`src/rtl/pong_pkg.sv`:
```
// Shared Pong geometry constants and types, used by the paddle controllers and the pixel generator.
package pong_pkg;

   localparam int SCREEN_W = 640;
   localparam int SCREEN_H = 480;
   localparam int PADDLE_H = 72;
   localparam int PADDLE_W = 8;
   localparam int STEP     = 4;
   localparam int COORD_W  = 10;

   typedef enum logic [1:0] {
      MV_HOLD = 2'd0,
      MV_UP   = 2'd1,
      MV_DOWN = 2'd2
   } move_e;

endpackage

```
`src/rtl/paddle_ctrl_if.sv`:
```
// Per-paddle signal bundle: frame pulse and raw buttons in, position and status out.
interface paddle_ctrl_if
   import pong_pkg::*;
();
   logic               frame_tick;
   logic               btn_up;
   logic               btn_down;
   logic [COORD_W-1:0] paddle_y;
   logic               up_db;
   logic               down_db;
   logic               at_top;
   logic               at_bottom;

   modport master (
      output frame_tick, btn_up, btn_down,
      input  paddle_y, up_db, down_db, at_top, at_bottom
   );

   modport slave (
      input  frame_tick, btn_up, btn_down,
      output paddle_y, up_db, down_db, at_top, at_bottom
   );
endinterface

```
`src/rtl/debouncer.sv`:
```
// Two-flop synchronizer followed by a stability counter; the output only follows
// the input after it has differed for DEBOUNCE_CYCLES consecutive cycles.
module debouncer #(
   parameter int DEBOUNCE_CYCLES = 50000
) (
   input  logic clk,
   input  logic rst,
   input  logic din,
   output logic dout
);
   localparam int CNT_W = $clog2(DEBOUNCE_CYCLES + 1);
   localparam logic [CNT_W-1:0] CNT_LAST = CNT_W'(DEBOUNCE_CYCLES - 1);

   logic             sync1_q;
   logic             sync2_q;
   logic             db_q;
   logic [CNT_W-1:0] cnt_q;

   // Synchronize, then flip the debounced state on the last cycle of a full disagreement run
   always_ff @(posedge clk) begin
      if (rst) begin
         sync1_q <= 1'b0;
         sync2_q <= 1'b0;
         db_q    <= 1'b0;
         cnt_q   <= {CNT_W{1'b0}};
      end else begin
         sync1_q <= din;
         sync2_q <= sync1_q;
         if (sync2_q == db_q) begin
            cnt_q <= {CNT_W{1'b0}};
         end else if (cnt_q == CNT_LAST) begin
            db_q  <= sync2_q;
            cnt_q <= {CNT_W{1'b0}};
         end else begin
            cnt_q <= cnt_q + CNT_W'(1);
         end
      end
   end

   assign dout = db_q;
endmodule

```
`src/rtl/paddle_ctrl.sv`:
```
// Debounced up/down buttons move a clamped paddle top line by STEP once per frame_tick.
module paddle_ctrl
   import pong_pkg::*;
#(
   parameter int DEBOUNCE_CYCLES = 50000,
   parameter int INIT_Y          = 204
) (
   input  logic           clk,
   input  logic           rst,
   paddle_ctrl_if.slave   pif
);
   localparam logic [COORD_W-1:0] Y_MAX_C  = COORD_W'(SCREEN_H - PADDLE_H);
   localparam logic [COORD_W-1:0] STEP_C   = COORD_W'(STEP);
   localparam logic [COORD_W-1:0] INIT_Y_C = COORD_W'(INIT_Y);

   logic               up_db_s;
   logic               down_db_s;
   move_e              move_s;
   logic [COORD_W:0]   y_sum_s;
   logic [COORD_W-1:0] y_q;
   logic [COORD_W-1:0] y_d;

   debouncer #(.DEBOUNCE_CYCLES(DEBOUNCE_CYCLES)) u_db_up (
      .clk  (clk),
      .rst  (rst),
      .din  (pif.btn_up),
      .dout (up_db_s)
   );

   debouncer #(.DEBOUNCE_CYCLES(DEBOUNCE_CYCLES)) u_db_down (
      .clk  (clk),
      .rst  (rst),
      .din  (pif.btn_down),
      .dout (down_db_s)
   );

   // Next position: conflicting or idle buttons hold; moves saturate at either screen edge
   always_comb begin
      move_s  = MV_HOLD;
      y_sum_s = {1'b0, y_q} + {1'b0, STEP_C};
      y_d     = y_q;
      if (up_db_s && !down_db_s) begin
         move_s = MV_UP;
      end else if (down_db_s && !up_db_s) begin
         move_s = MV_DOWN;
      end else begin
         move_s = MV_HOLD;
      end
      if (pif.frame_tick) begin
         case (move_s)
            MV_UP:   y_d = (y_q >= STEP_C) ? (y_q - STEP_C) : {COORD_W{1'b0}};
            MV_DOWN: y_d = (y_sum_s <= {1'b0, Y_MAX_C}) ? y_sum_s[COORD_W-1:0] : Y_MAX_C;
            default: y_d = y_q;
         endcase
      end else begin
         y_d = y_q;
      end
   end

   // Position register; reset wins over a coincident frame_tick
   always_ff @(posedge clk) begin
      if (rst) begin
         y_q <= INIT_Y_C;
      end else begin
         y_q <= y_d;
      end
   end

   assign pif.paddle_y  = y_q;
   assign pif.up_db     = up_db_s;
   assign pif.down_db   = down_db_s;
   assign pif.at_top    = (y_q == {COORD_W{1'b0}});
   assign pif.at_bottom = (y_q == Y_MAX_C);
endmodule
```
`src/flat_wrapper.sv`:
```
// flat-port wrapper written by rule: the top's interface ports become plain ports
module paddle_ctrl_flat import pong_pkg::*;
#(
   parameter int DEBOUNCE_CYCLES = 50000,
   parameter int INIT_Y          = 204
)
  (clk, rst, pif_frame_tick, pif_btn_up, pif_btn_down, pif_paddle_y, pif_up_db, pif_down_db, pif_at_top, pif_at_bottom);
  paddle_ctrl_if pif_i ();
  input  logic clk;
  input  logic rst;
  input wire logic [$bits(pif_i.frame_tick)-1:0] pif_frame_tick;
  input wire logic [$bits(pif_i.btn_up)-1:0] pif_btn_up;
  input wire logic [$bits(pif_i.btn_down)-1:0] pif_btn_down;
  output wire logic [$bits(pif_i.paddle_y)-1:0] pif_paddle_y;
  output wire logic [$bits(pif_i.up_db)-1:0] pif_up_db;
  output wire logic [$bits(pif_i.down_db)-1:0] pif_down_db;
  output wire logic [$bits(pif_i.at_top)-1:0] pif_at_top;
  output wire logic [$bits(pif_i.at_bottom)-1:0] pif_at_bottom;
  assign pif_i.frame_tick = pif_frame_tick;
  assign pif_i.btn_up = pif_btn_up;
  assign pif_i.btn_down = pif_btn_down;
  assign pif_paddle_y = pif_i.paddle_y;
  assign pif_up_db = pif_i.up_db;
  assign pif_down_db = pif_i.down_db;
  assign pif_at_top = pif_i.at_top;
  assign pif_at_bottom = pif_i.at_bottom;
  paddle_ctrl #(.DEBOUNCE_CYCLES(DEBOUNCE_CYCLES), .INIT_Y(INIT_Y)) u_core (.clk(clk), .rst(rst), .pif(pif_i));
endmodule
```
`config.mk`:
```
export PLATFORM = sky130hd
export DESIGN_NAME = paddle_ctrl_flat
export DESIGN_NICKNAME = d
export VERILOG_FILES = /design/src/rtl/pong_pkg.sv /design/src/rtl/paddle_ctrl_if.sv /design/src/rtl/debouncer.sv /design/src/rtl/paddle_ctrl.sv /design/src/flat_wrapper.sv
export SDC_FILE = /design/constraint.sdc
export NUM_CORES = 1
export LEC_CHECK = 0
export BUFFER_PORTS_ARGS = -buffer_cell sky130_fd_sc_hd__buf_2
export CORE_MARGIN = 8
export CORE_UTILIZATION = 28
export CTS_CLUSTER_DIAMETER = 40
export DETAILED_ROUTE_END_ITERATION = 10
export PLACE_DENSITY_LB_ADDON = 0.3
export SETUP_SLACK_MARGIN = 0.05
export SYNTH_ARGS = -nofsm -noshare
export SYNTH_HDL_FRONTEND = slang
export SYNTH_SLANG_ARGS = --single-unit
```
`constraint.sdc`:
```
create_clock -name clk -period 4.19 [get_ports clk]
set_input_delay 0.6285 -clock clk [delete_from_list [all_inputs] [get_ports clk]]
set_output_delay 0.6285 -clock clk [all_outputs]
set_load 0.01 [all_outputs]
```
Yosys cells after proc, flatten, opt, wreduce, memory -nomap -nowiden
Index checks and enable logic that the tools add are counted.
{"block": "word_totals", "reg_bits": 48, "input_bits": 5, "output_inout_bits": 14, "wordCells": 40}
{"block": "op_classes", "n_addsub": 4, "magnitude_cmp": 2, "n_eq_ne": 7, "muxes": 5, "bitwise_logic": 2, "n_reduce_logical": 11}
{"cell": "$add A16 B1 Y16 const B", "count": 2}
{"cell": "$eq A16 B16 Y1 const B", "count": 2}
{"cell": "$mux W10", "count": 2}
{"cell": "$pmux W10 S2", "count": 1}
{"cell": "$add A10 B3 Y11 const B", "count": 1}
{"cell": "$le A11 B9 Y1 const B", "count": 1}
{"cell": "$eq A10 B9 Y1 const B", "count": 1}
{"cell": "$ge A10 B3 Y1 const B", "count": 1}
{"cell": "$logic_not A10 Y1", "count": 1}
{"cell": "$sub A10 B3 Y10 const B", "count": 1}
{"cell": "$reduce_and A2 Y1", "count": 3}
{"cell": "$reduce_or A3 Y1", "count": 2}
{"cell": "$mux W2", "count": 2}
{"cell": "$eq A1 B1 Y1", "count": 2}
{"cell": "$eq A2 B1 Y1 const B", "count": 1}
{"cell": "$eq A2 B2 Y1 const B", "count": 1}
{"cell": "$logic_and A1 B1 Y1", "count": 2}
{"cell": "$logic_not A1 Y1", "count": 2}
{"cell": "$not A1 Y1", "count": 2}
{"cell": "$reduce_bool A2 Y1", "count": 1}

Depth between registers and ports, before layout
Gate-level depths: netlist of the first run.
{"block": "logic_depth", "word_depth": 7, "ltp_mapped": 8, "ltp_nobuf": 8}

Hierarchy
From an unflattened synthesis of the first run, not the netlist that was laid out.
{"block": "unflattened", "hier_cells": 286, "hier_area_um2": 2549.9}
{"module": "debouncer", "n_inst": 2, "cells_each": 87, "area_each_um2": 847.1, "seq_area_each_um2": 380.4}
{"module": "paddle_ctrl", "n_inst": 1, "cells_each": 112, "area_each_um2": 855.8, "seq_area_each_um2": 160.2}

Worst setup path after synthesis of the first run
Ideal clock, no wire load.
{"block": "synth_path", "path_type": "register to output", "from": "register u_core.y_q[2], in the netlist u_core.pif.paddle_y[2]", "to": "output port pif_at_top", "arrival_ns": 1.592, "t_required_ns": 3.562, "setup_slack_ns": 1.969, "stages_incl_launch_ff": 5, "n_path_buf": 0, "path_cell_list": "dfxtp_1 -> inv_1 -> ha_1 -> or4b_4 -> nor4_1"}
{"block": "synth_via", "elab_chain_cells": 1}
{"element": "start: declaration", "line_no": "paddle_ctrl.sv:20", "text": "logic [COORD_W-1:0] y_q;"}
{"element": "start signal: assignment", "line_no": "paddle_ctrl.sv:65", "text": "y_q <= y_d;"}
{"element": "$logic_not A10 Y1", "line_no": "paddle_ctrl.sv:72", "text": "assign pif.at_top = (y_q == {COORD_W{1'b0}});"}
{"element": "end: declaration", "line_no": "flat_wrapper.sv:17", "text": "output wire logic [$bits(pif_i.at_top)-1:0] pif_at_top;"}
Every way passes these cells.

Worst setup path after layout of the first run
Ends and elaborated chain as after synthesis.

==> impl_metrics.yaml, run 1 <==
power:
  static-leakage-power_nw: 0.954
  irDropWorstVdd_v: 0.000136
  powerDensity_mw_per_mm2: 293
setup_path:
  ff2ff_setup_slack_ns: 1.79
  crit_fanout: 11
  cp.required_ns: 3.56
  crit_path_start_kind: "flip-flop"
  crit_type: "reg2out"
  arrival_ns: 2.12
  end_kind: "primary output"
grt:
  grt.overflow.total: 0
  grt_pass1_wl_um: 8450
  groute.usage.overall: 0.0880
  antenna_found_initial: 0
  grt_max_degree: 23
  grt_pass1_vias: 1810
layout:
  nets: 313
  diodes: 0
  final_cells: 408
  area_growth_pct: 10.2
  layout-drive-gt1-share: 0.110
routing:
  vias: 1896
  detail_route.vias_per_cell: 4.65
  drt_pass1_iterations: 4
  drt-initial-drc-count: 90
  wirelength_met1_um: 2480
  ant_nets: 0
  routed.top_layer: "met4"
  met2_length_um: 2050
  dr_wl_met3_um: 138
  drc: 0
  routed_wl_um: 4760
  wl_per_cell_um: 11.7
clock_tree:
  cts_setup_buffers: 0
  clkTransAtPathRegs_ns: 0.08
  hold_buffers: 0
  cts_resized: 0
  cts_tree: "done"
  numCtsBuffers: 5
  root_buffer: "clkbuf_8"
  cts_sinks: 46
  h-tree-depth: 2
  clk-insertion-delay-late_ns: 0.30
  cts_buffer_depth: 2
floorplan:
  die_h_um: 109
  io_pins: 19
  coreArea_mm2: 0.00851
  fp-row-count: 34
  die-area_mm2: 0.0118
  initial_core_util: 0.283
  fp.dieW_um: 109
min_path:
  hp-class: "reg2reg"
place:
  io_buffers: 16
  hpwl_um: 3540
  post-place-cells: 400
  place_congestion: 0.801
synth:
  syn_inst: 289
  synth.distinct_cells: 47
  yosysSeqAreaShare: 0.383
  ys_ff_latch: 46
  synth_area_mm2: 0.00241
  synth_area_per_cell_um2: 8.33
  yosysWarningCount: 0
sta:
  tns_ns: 0
  slew_violations: 0
  setup_viol: 0
  final.setup_skew_ns: 0.0103
  post-route-min-period_ns: 2.75
  max-slew-margin-rel: 0.452
  min_period_over_period: 0.657
  tightest_slew_ns: 0.820
  rsz0062_at_grt: "no"
  max_freq_mhz: 364
  hold_viol: 0
status:
  status: "finished clean"
job:
  maxCapViolCount: 0
worst max-delay path, stage by stage, from the launching register on:
cell	delay, ns
dfxtp_1	0.42
inv_1	0.17
ha_1	0.22
or4b_4	0.50
nor4_1	0.31
buf_2	0.21
through the flow:
step / area (um^2) / worst slack (ns) / util / total power [mW] / hold slack [ns]
CTS: 2650 / 1.42 / 0.312 / 0.793 / 0.451
global placement: 2540 / 1.80 / 0.299 / 0.462 / 0.417
floorplan: 2410 / 1.97 / - / 0.460 / 0.414
finish: 2650 / 1.44 / 0.312 / 0.777 / 0.444
global route: 2650 / 1.26 / 0.312 / 0.813 / 0.466
detailed placement: 2540 / 1.77 / 0.299 / 0.462 / 0.432
cells in the final DEF (no fill, tap or decap), drive strengths merged, types with 3 or more instances in the layout:
cell and n:
nor2 50, dfxtp 46, nand2 26, xor2 18, buf 16, xnor2 15, nor3 14, a21oi 10
nand3 10, inv 9, and3 9, ha 9, nand4 8, o21ai 6, clkbuf 6, nor2b 5
nor4b 3, a221o 3, or3 3, a311oi 3
layer usage:
layer	GRT usage	up-vias
li1	-	1007
met1	0.114	860
met2	0.137	21
met3	0.0195	8
met4	0.0381	0
met5	0	-
layout make-up:
cell class,count,area (um^2)
clock buffer,6,72.6
sequential,46,921
fill,909,5860
tap,108,135
inverter,9,33.8
clock inverter,2,37.5
multi-input combinational,221,1370
timing repair buffer,16,80.1
sequential cells by signal (all words and copies together), names as in the netlist:
signal                    flops
u_core.u_db_down.cnt_q       16
u_core.u_db_up.cnt_q         16
u_core.pif.paddle_y           8
u_core.u_db_down.dout         1
u_core.u_db_down.sync1_q      1
u_core.u_db_down.sync2_q      1
u_core.u_db_up.dout           1
u_core.u_db_up.sync1_q        1
u_core.u_db_up.sync2_q        1
power by group:
| group | total (mW) | switching, mW | internal [mW] | leakage [nW] |
|---|---|---|---|---|
| Clock | 0.326 | 0.148 | 0.178 | 0.0514 |
| Combinational | 0.0109 | 0.00758 | 0.00336 | 0.531 |
| Sequential | 0.440 | 0.00113 | 0.439 | 0.372 |
| Total | 0.777 | 0.156 | 0.620 | 0.954 |
synthesized netlist by cell type, drive strengths merged:
master	n	area share
nor2	50	0.078
dfxtp	46	0.38
nand2	26	0.041
xor2	18	0.065
xnor2	15	0.055
nor3	14	0.029
buf	12	0.032
a21oi	10	0.021
nand3	10	0.023
and3	9	0.023
ha	9	0.047
inv	9	0.014
nand4	8	0.021
o21ai	6	0.014
nor2b	5	0.013
a221o	3	0.012
a311oi	3	0.014
nor4b	3	0.011
or3	3	0.0083
a211oi	2	0.0062
a21o	2	0.0062
a31oi	2	0.0052
clkbuf	2	0.0031
mux2i	2	0.0083
nand2b	2	0.0052
nor4	2	0.0052
o221ai	2	0.0099
or2	2	0.0052
a221oi	1	0.0036
a2bb2oi	1	0.0036
and4	1	0.0036
conb	1	0.0016
mux2	1	0.0047
nand3b	1	0.0031
nand4b	1	0.0036
nor3b	1	0.0031
o22ai	1	0.0026
o2bb2ai	1	0.0036
or3b	1	0.0036
or4b	1	0.0057
path summary, 6_finish.rpt:
check,start,end,cells after the start
worst max-delay path,u_core.pif.paddle_y[2],pif_at_top,5
worst max register to register,u_core.pif.paddle_y[2],u_core.pif.paddle_y[7],8
worst min-delay path,u_core.u_db_down.sync1_q,u_core.u_db_down.sync2_q,1
worst min register to register,u_core.u_db_down.sync1_q,u_core.u_db_down.sync2_q,1
logic make-up (layout without fill, tap and decap cells):
kind of cell               after synthesis  in the layout  share of synthesized area
AOI/OAI and AO/OA                       34             34                      0.102
xor gates and xnor gates                33             33                      0.120
adders and majority gates                9              9                     0.0468
buffers and inverters                   23             33                     0.0489
DFF                                     46             46                      0.383
muxes                                    3              3                     0.0130
other                                    1              2                    0.00156
and+or+nand+nor                        140            140                      0.285
Note: power is estimated with default switching activity, not from simulation.
==> run 2, diff against run 1 <==
==> constraint.sdc (replaced) <==
create_clock -name clk -period 2.5 [get_ports clk]
set_input_delay 0.375 -clock clk [delete_from_list [all_inputs] [get_ports clk]]
set_output_delay 0.375 -clock clk [all_outputs]
set_load 0.01 [all_outputs]
==> run 2 against run 1 <==
Via count rose by 2.2%. Utilization rose by 1.1 points. Clock skew fell by 0.0021 ns. Cell area rose by 3.4%. Count of clock-buffer cells in the layout fell by 1. Critical path depth did not move. Sequential cell count did not move. Sequential power rose by 68%. Global-route usage rose by 0.47 points. Non-clock buffer count rose by 7. Clock power rose by 100%. Register-to-register slack got worse by 1.5 ns. Largest cell class unchanged.
==> impl_metrics.yaml, run 2 (same netlist as run 1, synthesis figures left out) <==
power:
  irDropWorstVdd_v: 0.000369
  powerDensity_mw_per_mm2: 517
  static-leakage-power_nw: 1.01
layout:
  nets: 320
  final_cells: 415
  seqCellArea_um2: 921
  multi_input_area_mm2: 0.00138
  diodes: 0
  area_growth_pct: 13.9
  finalCoreUtilization: 0.322
  fill_cells: 925
  layout_commonest_cell: "nor2_1"
  final_cell_mix: "50 x nor2_1, 46 x dfxtp_1, 26 x nand2_1, 18 x xor2_1, 16 x buf_2"
  layout-drive-gt1-share: 0.140
setup_path:
  cp_slowest_cell: "or4b_4"
  path_buf_inv: 2
  rr_startpoint: "u_core.pif.paddle_y[5]"
  cpPeakStageDelay_ns: 0.51
  arrival_ns: 1.88
  crit_path_start_kind: "flip-flop"
  cp_top_family: "simple AND/OR/NAND/NOR gates"
  crit_start: "u_core.pif.paddle_y[2]"
  crit_type: "reg2out"
  cp.required_ns: 2.12
  path_cells: "inv_1 -> ha_1 -> or4b_4 -> nor4_2 -> buf_2"
  crit_fanout: 4
  end_kind: "primary output"
clock_tree:
  cts_sinks: 46
  clkTransAtPathRegs_ns: 0.09
  cts_buffer_depth: 2
  clk-insertion-delay-late_ns: 0.31
  cts_tree: "done"
  h-tree-depth: 2
  root_buffer: "clkbuf_8"
  numCtsBuffers: 5
  hold_buffers: 0
floorplan:
  die-area_mm2: 0.0118
  die_h_um: 109
  fp.dieW_um: 109
  fp-row-count: 34
  coreArea_mm2: 0.00851
  initial_core_util: 0.283
  io_pins: 19
sta:
  setup_viol: 0
  tns_ns: 0
  post-route-min-period_ns: 2.26
  max_freq_mhz: 443
  min_period_over_period: 0.903
  slew_violations: 0
  final.setup_skew_ns: 0.00820
  hold_slack_ns: 0.278
  rsz0062_at_grt: "no"
  hold_viol: 0
grt:
  grt.overflow.total: 0
  grt_max_degree: 23
  grt_pass1_wl_um: 8800
  grt_pass1_vias: 1854
  antenna_found_initial: 0
  groute.usage.overall: 0.0927
routing:
  ant_nets: 0
  detail_route.vias_per_cell: 4.67
  drt_pass1_iterations: 4
  drt-initial-drc-count: 95
  routed_wl_um: 5030
  vias: 1937
  drc: 0
  wl_per_cell_um: 12.1
min_path:
  hp-class: "in2reg"
  holdCritStartpoint: "pif_btn_up"
place:
  place_congestion: 0.799
  hpwl_um: 3740
  io_buffers: 16
  post-place-cells: 407
status:
  status: "finished clean"
job:
  maxCapViolCount: 0
==> run 2: power breakdown <==
group / internal [mW] / total, mW / switching, mW
Clock: 0.400 / 0.662 / 0.261
Sequential: 0.736 / 0.738 / 0.00204
Combinational: 0.00560 / 0.0183 / 0.0127
==> run 2: per-stage QoR <==
| stage | total power, mW | worst slack [ns] | area (um^2) |
|---|---|---|---|
| after floorplan | 0.771 | 0.325 | 2410 |
| after global placement | 0.774 | 0.311 | 2590 |
| after detailed placement | 0.774 | 0.256 | 2590 |
| after CTS | 1.44 | 0.135 | 2730 |
| after global routing | 1.47 | 0.0719 | 2740 |
| final | 1.42 | 0.243 | 2740 |
==> run 2: final cells by class <==
class | count | share of cell area
clock buffer | 5 | 0.0251
sequential | 46 | 0.336
multi-input combinational | 221 | 0.504
tap | 108 | 0.0493
timing repair buffer | 23 | 0.0484
inverter | 9 | 0.0123
clock inverter | 3 | 0.0251
==> run 2: path summary, 6_finish.rpt <==
| kind | endpoint | slack (ns) | depth (start not counted) |
|---|---|---|---|
| setup / recovery | pif_at_top | 0.24 | 5 |
| hold / removal | u_core.u_db_up.sync1_q | 0.28 | 2 |
| setup reg to reg | u_core.pif.paddle_y[8] | 0.25 | 6 |
| hold reg to reg | u_core.u_db_down.sync2_q | 0.44 | 1 |
==> run 2: routing by layer <==
layer  part of all wire  track usage  vias up
li1                   -            -     1023
met1               0.51        0.122      872
met2               0.44        0.143       34
met3              0.030       0.0189        8
met4              0.020       0.0411        0
met5                  0            0        -
==> run 2: repair_timing <==
item,in CTS,in global routing
buffers inserted,0,0
endpoints found under the setup margin,0,2
resized for setup,0,2
